===== src/rtl/stack_binop_seq_if.sv =====
// Command and operand-stack signal bundle for stack_binop_seq.
// Commands use valid/ready: a command transfers on a rising edge where in_valid && in_ready; out_valid is a one-cycle completion pulse with no back-pressure.
interface stack_binop_seq_if #(
    parameter int WIDTH = 8
);
    logic             in_valid;
    logic             in_ready;
    logic [3:0]       in_opcode;
    logic             out_valid;
    logic [1:0]       out_error;
    logic [1:0]       stk_op;
    logic [WIDTH-1:0] stk_data;
    logic [WIDTH-1:0] stk_tos;
    logic [1:0]       stk_status;
    logic [1:0]       stk_error;

    modport slave (
        input  in_valid, in_opcode, stk_tos, stk_status, stk_error,
        output in_ready, out_valid, out_error, stk_op, stk_data
    );

    modport master (
        output in_valid, in_opcode, stk_tos, stk_status, stk_error,
        input  in_ready, out_valid, out_error, stk_op, stk_data
    );
endinterface


===== src/rtl/stack_binop_seq.sv =====
// Pops b, reads a, and replaces the new top of the operand stack with (a op b).
// Stack faults and early underflow are reported with the one-cycle completion pulse.
module stack_binop_seq #(
    parameter int WIDTH = 8
) (
    input  logic              clk,
    input  logic              reset,
    stack_binop_seq_if.slave  bus,
    output logic [2:0]        o_dbg_state
);
    localparam int SHW = $clog2(WIDTH);

    localparam logic [2:0] S_IDLE    = 3'd0;
    localparam logic [2:0] S_POP     = 3'd1;
    localparam logic [2:0] S_FETCH_A = 3'd2;
    localparam logic [2:0] S_WRITE   = 3'd3;
    localparam logic [2:0] S_DONE    = 3'd4;

    logic [2:0]       r_state;
    logic [3:0]       r_opcode;
    logic [WIDTH-1:0] r_a;
    logic [WIDTH-1:0] r_b;
    logic [WIDTH-1:0] r_result;
    logic [1:0]       r_err;
    logic             r_wrote;

    logic [WIDTH-1:0] w_a;
    logic [SHW-1:0]   w_s;
    logic [SHW:0]     w_rs;
    logic [WIDTH-1:0] w_result;

    // Operand a is live on stk_tos during FETCH_A and held in r_a afterwards.
    always_comb begin
        w_a      = (r_state == S_FETCH_A) ? bus.stk_tos : r_a;
        w_s      = r_b[SHW-1:0];
        w_rs     = (SHW+1)'(WIDTH) - {1'b0, w_s};
        w_result = '0;
        case (r_opcode)
            4'd0:  w_result = w_a + r_b;
            4'd1:  w_result = w_a - r_b;
            4'd2:  w_result = w_a * r_b;
            4'd3:  w_result = w_a & r_b;
            4'd4:  w_result = w_a | r_b;
            4'd5:  w_result = w_a ^ r_b;
            4'd6:  w_result = w_a << w_s;
            4'd7:  w_result = w_a >> w_s;
            4'd8:  w_result = WIDTH'($signed(w_a) >>> w_s);
            4'd9:  w_result = (w_a << w_s) | (w_a >> w_rs);
            4'd10: w_result = (w_a >> w_s) | (w_a << w_rs);
            4'd11: w_result = {{(WIDTH-1){1'b0}}, (w_a == r_b)};
            4'd12: w_result = {{(WIDTH-1){1'b0}}, (w_a != r_b)};
            4'd13: w_result = {{(WIDTH-1){1'b0}}, (w_a < r_b)};
            4'd14: w_result = {{(WIDTH-1){1'b0}}, ($signed(w_a) < $signed(r_b))};
            default: w_result = {{(WIDTH-1){1'b0}}, (w_a >= r_b)};
        endcase
    end

    always_ff @(posedge clk or negedge reset) begin
        if (!reset) begin
            r_state  <= S_IDLE;
            r_opcode <= '0;
            r_a      <= '0;
            r_b      <= '0;
            r_result <= '0;
            r_err    <= '0;
            r_wrote  <= 1'b0;
        end else begin
            case (r_state)
                S_IDLE: begin
                    if (bus.in_valid) begin
                        r_opcode <= bus.in_opcode;
                        r_b      <= bus.stk_tos;
                        r_wrote  <= 1'b0;
                        if (bus.stk_status == 2'd1) begin
                            r_err   <= 2'd1;
                            r_state <= S_DONE;
                        end else begin
                            r_err   <= 2'd0;
                            r_state <= S_POP;
                        end
                    end
                end
                S_POP: r_state <= S_FETCH_A;
                S_FETCH_A: begin
                    if (bus.stk_error != 2'd0) begin
                        r_err   <= bus.stk_error;
                        r_state <= S_DONE;
                    end else if (bus.stk_status == 2'd1) begin
                        // b stays consumed: the trap leaves the stack one shorter.
                        r_err   <= 2'd1;
                        r_state <= S_DONE;
                    end else begin
                        r_a      <= bus.stk_tos;
                        r_result <= w_result;
                        r_state  <= S_WRITE;
                    end
                end
                S_WRITE: begin
                    r_wrote <= 1'b1;
                    r_state <= S_DONE;
                end
                S_DONE:  r_state <= S_IDLE;
                default: r_state <= S_IDLE;
            endcase
        end
    end

    always_comb begin
        bus.in_ready  = (r_state == S_IDLE);
        bus.out_valid = (r_state == S_DONE);
        bus.out_error = 2'd0;
        bus.stk_op    = 2'd0;
        bus.stk_data  = '0;
        case (r_state)
            S_POP:   bus.stk_op = 2'd2;
            S_WRITE: begin
                bus.stk_op   = 2'd3;
                bus.stk_data = r_result;
            end
            S_DONE:  bus.out_error = (r_err != 2'd0) ? r_err : (r_wrote ? bus.stk_error : 2'd0);
            default: ;
        endcase
    end

    assign o_dbg_state = r_state;
endmodule


===== src/flat_wrapper.sv =====
// flat-port wrapper written by rule: the top's interface ports become plain ports
module stack_binop_seq_flat 
#(
    parameter int WIDTH = 8
)
  (clk, reset, o_dbg_state, bus_in_valid, bus_in_opcode, bus_stk_tos, bus_stk_status, bus_stk_error, bus_in_ready, bus_out_valid, bus_out_error, bus_stk_op, bus_stk_data);
  stack_binop_seq_if #(.WIDTH(WIDTH)) bus_i ();
  input  logic clk;
  input  logic reset;
  output logic [2:0] o_dbg_state;
  input wire logic [$bits(bus_i.in_valid)-1:0] bus_in_valid;
  input wire logic [$bits(bus_i.in_opcode)-1:0] bus_in_opcode;
  input wire logic [$bits(bus_i.stk_tos)-1:0] bus_stk_tos;
  input wire logic [$bits(bus_i.stk_status)-1:0] bus_stk_status;
  input wire logic [$bits(bus_i.stk_error)-1:0] bus_stk_error;
  output wire logic [$bits(bus_i.in_ready)-1:0] bus_in_ready;
  output wire logic [$bits(bus_i.out_valid)-1:0] bus_out_valid;
  output wire logic [$bits(bus_i.out_error)-1:0] bus_out_error;
  output wire logic [$bits(bus_i.stk_op)-1:0] bus_stk_op;
  output wire logic [$bits(bus_i.stk_data)-1:0] bus_stk_data;
  assign bus_i.in_valid = bus_in_valid;
  assign bus_i.in_opcode = bus_in_opcode;
  assign bus_i.stk_tos = bus_stk_tos;
  assign bus_i.stk_status = bus_stk_status;
  assign bus_i.stk_error = bus_stk_error;
  assign bus_in_ready = bus_i.in_ready;
  assign bus_out_valid = bus_i.out_valid;
  assign bus_out_error = bus_i.out_error;
  assign bus_stk_op = bus_i.stk_op;
  assign bus_stk_data = bus_i.stk_data;
  stack_binop_seq #(.WIDTH(WIDTH)) u_core (.clk(clk), .reset(reset), .bus(bus_i), .o_dbg_state(o_dbg_state));
endmodule

===== config.mk =====
export PLATFORM = sky130hd
export DESIGN_NAME = stack_binop_seq_flat
export DESIGN_NICKNAME = d
export VERILOG_FILES = /design/src/rtl/stack_binop_seq_if.sv /design/src/rtl/stack_binop_seq.sv /design/src/flat_wrapper.sv
export SDC_FILE = /design/constraint.sdc
export NUM_CORES = 1
export LEC_CHECK = 0
export ABC_AREA = 0
export BUFFER_PORTS_ARGS = -buffer_cell sky130_fd_sc_hd__buf_2
export CORE_ASPECT_RATIO = 0.5
export CORE_MARGIN = 2
export CORE_UTILIZATION = 40
export CTS_CLUSTER_DIAMETER = 30
export DETAILED_ROUTE_END_ITERATION = 12
export PLACE_DENSITY = 0.59
export SYNTH_ARGS = -nofsm -noshare
export SYNTH_HDL_FRONTEND = slang
export SYNTH_SLANG_ARGS = --single-unit
export TNS_END_PERCENT = 5

===== constraint.sdc =====
create_clock -name clk -period 5.1 [get_ports clk]
set_clock_uncertainty 0.15 [all_clocks]
set_input_delay 1.53 -clock clk [delete_from_list [all_inputs] [get_ports clk]]
set_output_delay 1.53 -clock clk [all_outputs]
set_load 0.1 [all_outputs]

* Word level (Yosys, flattened, before mapping) *
Cells that the tools add are included.

word-level totals
  register bits after elaboration = 34
  bits in latches = 0
  memory bits (writable) = 0
  ROM bits = 0
  output and inout port bits = 17
  logic and storage cells = 78
  memories kept = 0

operators by class
  add/sub/neg operators = 3
  multipliers = 1
  div/mod/pow operators = 0
  magnitude comparators = 3
  equal/unequal tests = 23
  shift-type cells = 5
  muxes and demuxes = 19
  bitwise operators = 7
  reductions and logical operators = 10

operators by type and width
  kind                                                  number
  case mux 8 bit (15 select lines)                      1
  equality test 4 bit (second input constant)           7
  OR 8 bit                                              3
  equality test 4 x 3 -> 1 bit (second input constant)  4
  less-than comparator 8 bit                            2
  two-way mux 8 bit                                     2
  two-way mux 2 bit                                     6
  two-way mux 3 bit                                     4
  case mux 3 bit (4 select lines)                       1
  adder 8 bit                                           1
  AND 8 bit                                             1
  equality test 4 x 2 -> 1 bit (second input constant)  2
  equality test 8 bit                                   1
  >= comparator 8 bit                                   1
  multiplier 8 x 8 -> 8 bit                             1
  != test 8 bit                                         1
  case mux 2 bit (2 select lines)                       2
  nonzero test 2 bit                                    4
  left shift 8 x 3 -> 8 bit                             1
  left shift 8 x 4 -> 8 bit                             1
  right shift 8 x 3 -> 8 bit                            1
  right shift 8 x 4 -> 8 bit                            1
  >>> shifter 8 x 3 -> 8 bit                            1
  subtractor 8 bit                                      1
  16 further kinds                                      21

* Depth between registers and ports, before layout *
  depth after elaboration = 5
  depth in mapped cells = 23

* Worst setup path before layout *
OpenSTA, ideal clock, no wires.

  path kind = reg-to-output
  start point = register u_core.r_state[2] (netlist: u_core.o_dbg_state[2])
  end point = output port bus_out_error[0]
  arrival time = 4505 ps
  slack = -1085 ps
  stages on the path, launching flop included = 4
  path buffers = 1
  cell sequence = dfrtp_1 > buf_2 > nor3b_1 > o21a_1

between the ends
  cells in the longest elaborated chain, start to end = 2

ends and longest elaborated chain
  item                      line                    text
  start: declaration        stack_binop_seq.sv:19   logic [2:0] r_state;
  start signal: assignment  stack_binop_seq.sv:60   r_state <= S_IDLE;
  start signal: assignment  stack_binop_seq.sv:76   r_state <= S_DONE;
  start signal: assignment  stack_binop_seq.sv:79   r_state <= S_POP;
  equality test 3 bit       --
  net bus_out_valid         flat_wrapper.sv:17      output wire logic [$bits(bus_i.out_valid)-1:0] bus_out_valid;
  two-way mux 2 bit         stack_binop_seq.sv:114  case (r_state)
  end: declaration          flat_wrapper.sv:18      output wire logic [$bits(bus_i.out_error)-1:0] bus_out_error;

The timed path passes the listed nets, and every way through them passes these cells.

* Final worst setup path *
  start point = input port bus_stk_tos[3]
  end point = register u_core.r_result[7]

between the ends
  cells in the longest elaborated chain, start to end = 4

ends and longest elaborated chain
  item                                                               line                   text
  start: declaration                                                 flat_wrapper.sv:13     input wire logic [$bits(bus_i.stk_tos)-1:0] bus_stk_tos;
  two-way mux 8 bit (*)                                              stack_binop_seq.sv:34  w_a = (r_state == S_FETCH_A) ? bus.stk_tos : r_a;
  branches (longest 2 deep; another with multiplier 8 x 8 -> 8 bit)  --
  case mux 8 bit (15 select lines) (*)                               stack_binop_seq.sv:38  case (r_opcode)
  end signal: assignment                                             stack_binop_seq.sv:94  r_result <= w_result;
  end: declaration                                                   stack_binop_seq.sv:23  logic [WIDTH-1:0] r_result;

Every way passes the cells marked *.
A chain may end at the register's enable or synchronous reset.

==> results by group <==
Routing
  • DR vias: around 5000
  • DRT iter0 DRCs: 592
  • DRT Wirelength: ~17000 um
  • DRT Pass-1 Iters: 6
  • DR vias/cell: 5.83
  • Antenna Nets Post-Route: 0
  • Remaining DRCs: 0
  • Drt wl/cell: 20.1 um

Final layout
  • Most frequent cells in the layout: nand2_1 (91), nor2_1 (66), buf_4 (49), o21ai_0 (46), inv_1 (44)
  • Area growth syn-to-layout: 18.6%
  • ANT cells: 0
  • NumNets Final: 764
  • Fillcell total: 1133
  • Share of layout cells above drive strength 1: 0.215
  • Seq. cell area: around 850 um^2
  • Commonest non-fill, non-tap cell in the layout: nand2_1
  • Multi-input logic area: 3680 um^2

Clocking
  • CTS Buffer Depth: 2
  • Clk Latency, worst-skew pair: 290 ps
  • Root buffer cell: clkbuf_16
  • Hold Buf Count CTS: 0
  • CTS tree: built
  • CTS buffer count: 5
  • Htree depth: 2
  • Clock Sinks: 34
  • Clock transition at path regs: 70 ps

Synthesis
  • Avg Inst Size Synth: approximately 7.6 um^2
  • Cells after Synth: 633
  • Cell variety after synth: 68
  • Yosys Warn Count: 0
  • Post-synthesis async set-or-reset flop share: 1.00
  • Mapped Area: 4790 um^2
  • Synth Register Bits: 34
  • Number of synthesized flops with an enable pin: 0
  • Syn Nets: 709
  • Post-synthesis sequential area ratio: 0.177
  • Main synth FF type: dfrtp_1

Floorplanning
  • Core area: 11700 um^2
  • Die Span Y: 81.4 um
  • Die area: 12900 um^2
  • Die Wd: 159 um
  • Ports: 36
  • Initial core utilization: 0.409
  • Row count: 28

Worst setup path
  • Startpoint Class: input pin
  • Reg-to-Reg End: u_core.r_result[6]$_DFFE_PN0P_
  • CP Class: input pin to flop
  • Crit end category: flop
  • CP required: around 5000 ps
  • FF-to-FF Start: u_core.o_dbg_state[0]$_DFFE_PN0P_
  • Crit-path max FO: 3
  • CP max stage cell: fa_2
  • CP max stage delay: 530 ps
  • CP Cell Sequence: buf_2, mux2_4, nand2_1, fa_2, fa_1, inv_1, fa_1, inv_2, fa_2, inv_1, ha_1, a21oi_2, xor2_1, xnor3_1, xnor2_1, nor3_1, nor4_1, o21ai_1
  • Reg2Reg Depth: 22
  • Worst EP arrival: around 5500 ps
  • Worst R2R Setup Slack: ~60 ps
  • Crit-path leading delay family: adder cells
  • Worst Path Buf+Inv: 4

STA
  • Hold WS: around 330 ps
  • Endpoints failing hold: 0
  • Final WS setup: -339 ps
  • Slew @ Worst Pin: around 850 ps
  • Slew Limit Fails: 0
  • RSZ-0062 raised after global routing: true
  • Relative slew slack: 0.428
  • FMAX: 184 MHz
  • Final period util: 1.07
  • Setup Viol. Count Final: 3
  • Fin crit period: 5440 ps

Place
  • Routability congestion estimate: 1.01
  • PortBufs: 35
  • Post-DP HPWL: 13100 um

Run
  • Max Cap Violations: 0

Hold path
  • Hold Path End: u_core.r_a[7]$_DFFE_PN0P_
  • Hold Startpoint: u_core.r_a[7]$_DFFE_PN0P_
  • Hold path depth: 2
  • Hold crit path type: flop to flop

GRT
  • Total Routing Usage GR: 0.273
  • Global-route wire length before repair: approximately 27000 um
  • Pin count of the biggest net entering global routing: 35
  • Initial antenna violation count: 0
  • Number of global-route vias before repair: between 4000 and 5000
  • Grt total ovfl: 0

Status
  • Failing checks: negative setup slack
  • Status: finished with violations
worst reg2reg max path, cell delays in order, from the launching register on:
cell     delay (ps)
dfrtp_1         400
nor3b_4         350
buf_4           210
mux2_4          330
buf_6           150
inv_2            70
nor2_1           50
ha_1            210
fa_1            480
ha_1            290
inv_1            50
fa_1            520
inv_1            60
ha_1            280
a21o_1          180
a21oi_4         150
xor2_2          170
nor2_1           60
a21oi_1         150
o21ai_1         100
a21oi_2         190
o21ai_1         100
o221a_2         230
cells by family after synthesis:
group	after synthesis	share of synthesized area
AOI/OAI and AO/OA	159	0.214
xor gates and xnor gates	21	0.0412
adders and majority gates	57	0.171
buffers and inverters	91	0.0762
DFF	34	0.177
muxes	33	0.0916
and+or+nand+nor	238	0.229
flip-flops by register name, indices dropped and copies added, names as in the netlist:
name	cells
u_core.o_dbg_state	3
u_core.r_a	8
u_core.r_b	8
u_core.r_err	2
u_core.r_opcode	4
u_core.r_result	8
u_core.r_wrote	1
cells in the mapped netlist, types with 3 or more instances:
| cell type | n | area, um^2 |
|---|---|---|
| nand2b_1 | 10 | 62.6 |
| nor4_1 | 3 | 18.8 |
| o21bai_1 | 3 | 22.5 |
| and2_1 | 5 | 31.3 |
| xor2_1 | 7 | 61.3 |
| o22ai_1 | 7 | 43.8 |
| nor3b_1 | 4 | 30.0 |
| mux2i_1 | 12 | 120 |
| a21o_1 | 6 | 45.0 |
| buf_2 | 3 | 15.0 |
| nor2b_1 | 8 | 50.1 |
| a31oi_1 | 8 | 50.1 |
| mux4_2 | 5 | 113 |
| nor2_1 | 66 | 248 |
| a221o_1 | 3 | 30.0 |
| fa_1 | 14 | 280 |
| mux2_4 | 4 | 60.1 |
| nand3_1 | 6 | 30.0 |
| clkbuf_1 | 24 | 90.1 |
| or2_2 | 7 | 43.8 |
| buf_1 | 7 | 26.3 |
| inv_2 | 5 | 18.8 |
| o221ai_1 | 7 | 61.3 |
| mux2_2 | 11 | 124 |
| and3_1 | 8 | 50.1 |
| a21oi_1 | 30 | 150 |
| nand2_1 | 91 | 342 |
| or3_1 | 3 | 18.8 |
| xnor2_1 | 13 | 114 |
| o211ai_1 | 14 | 105 |
| o21ai_0 | 48 | 240 |
| inv_1 | 47 | 176 |
| dfrtp_1 | 34 | 851 |
| o21a_1 | 4 | 30.0 |
| a221oi_1 | 3 | 26.3 |
| a211oi_1 | 6 | 45.0 |
| ha_1 | 43 | 538 |
| nor3_1 | 19 | 95.1 |
what timing repair did:
action	4_1_cts	5_1_grt
resized for setup	20	2
pin swaps	17	0
setup buffers	2	0
setup endpoints to repair	4	4
per-stage QoR:
stage	instances	utilization	setup slack, ps	cell area [um^2]	TNS, ps
final	854	0.484	-339	5690	-844
after global routing	854	0.484	-521	5690	-1540
after CTS	854	0.483	-361	5670	-799
after detailed placement	844	0.458	-1120	5380	-2920
after global placement	844	0.458	-953	5380	-2620
after floorplan	633	-	-765	4800	-1050
per-layer routing:
metal	track usage	vias up	routed length (um)
met1	0.390	2350	7840
met5	0	-	0
met3	0.0722	28	2010
met4	0.0752	0	372
met2	0.406	292	6990
li1	-	2311	-
cell type report:
type | count | share of cell area
multi-input combinational | 508 | 0.647
sequential | 34 | 0.150
timing repair buffer | 85 | 0.0975
tap | 165 | 0.0363
inverter | 54 | 0.0359
clock buffer | 5 | 0.0220
clock inverter | 3 | 0.0121
how the worst max path moves through the flow:
stage	depth (start not counted)	to	slack (ps)	startpoint
final	18	u_core.r_result[7]$_DFFE_PN0P_	-340	bus_stk_tos[3]
after global routing	19	u_core.r_result[7]$_DFFE_PN0P_	-520	bus_stk_tos[3]
after detailed placement	20	u_core.r_result[7]$_DFFE_PN0P_	-1120	bus_stk_tos[2]
after CTS	19	u_core.r_result[7]$_DFFE_PN0P_	-360	bus_stk_tos[3]
after global placement	19	u_core.r_result[7]$_DFFE_PN0P_	-950	bus_stk_tos[3]
after floorplan	21	u_core.r_result[7]$_DFFE_PN0P_	-770	u_core.o_dbg_state[1]$_DFFE_PN0P_
Power is not shown: default switching activity piles up to over one toggle a cycle in this logic, so the estimate is an artifact.
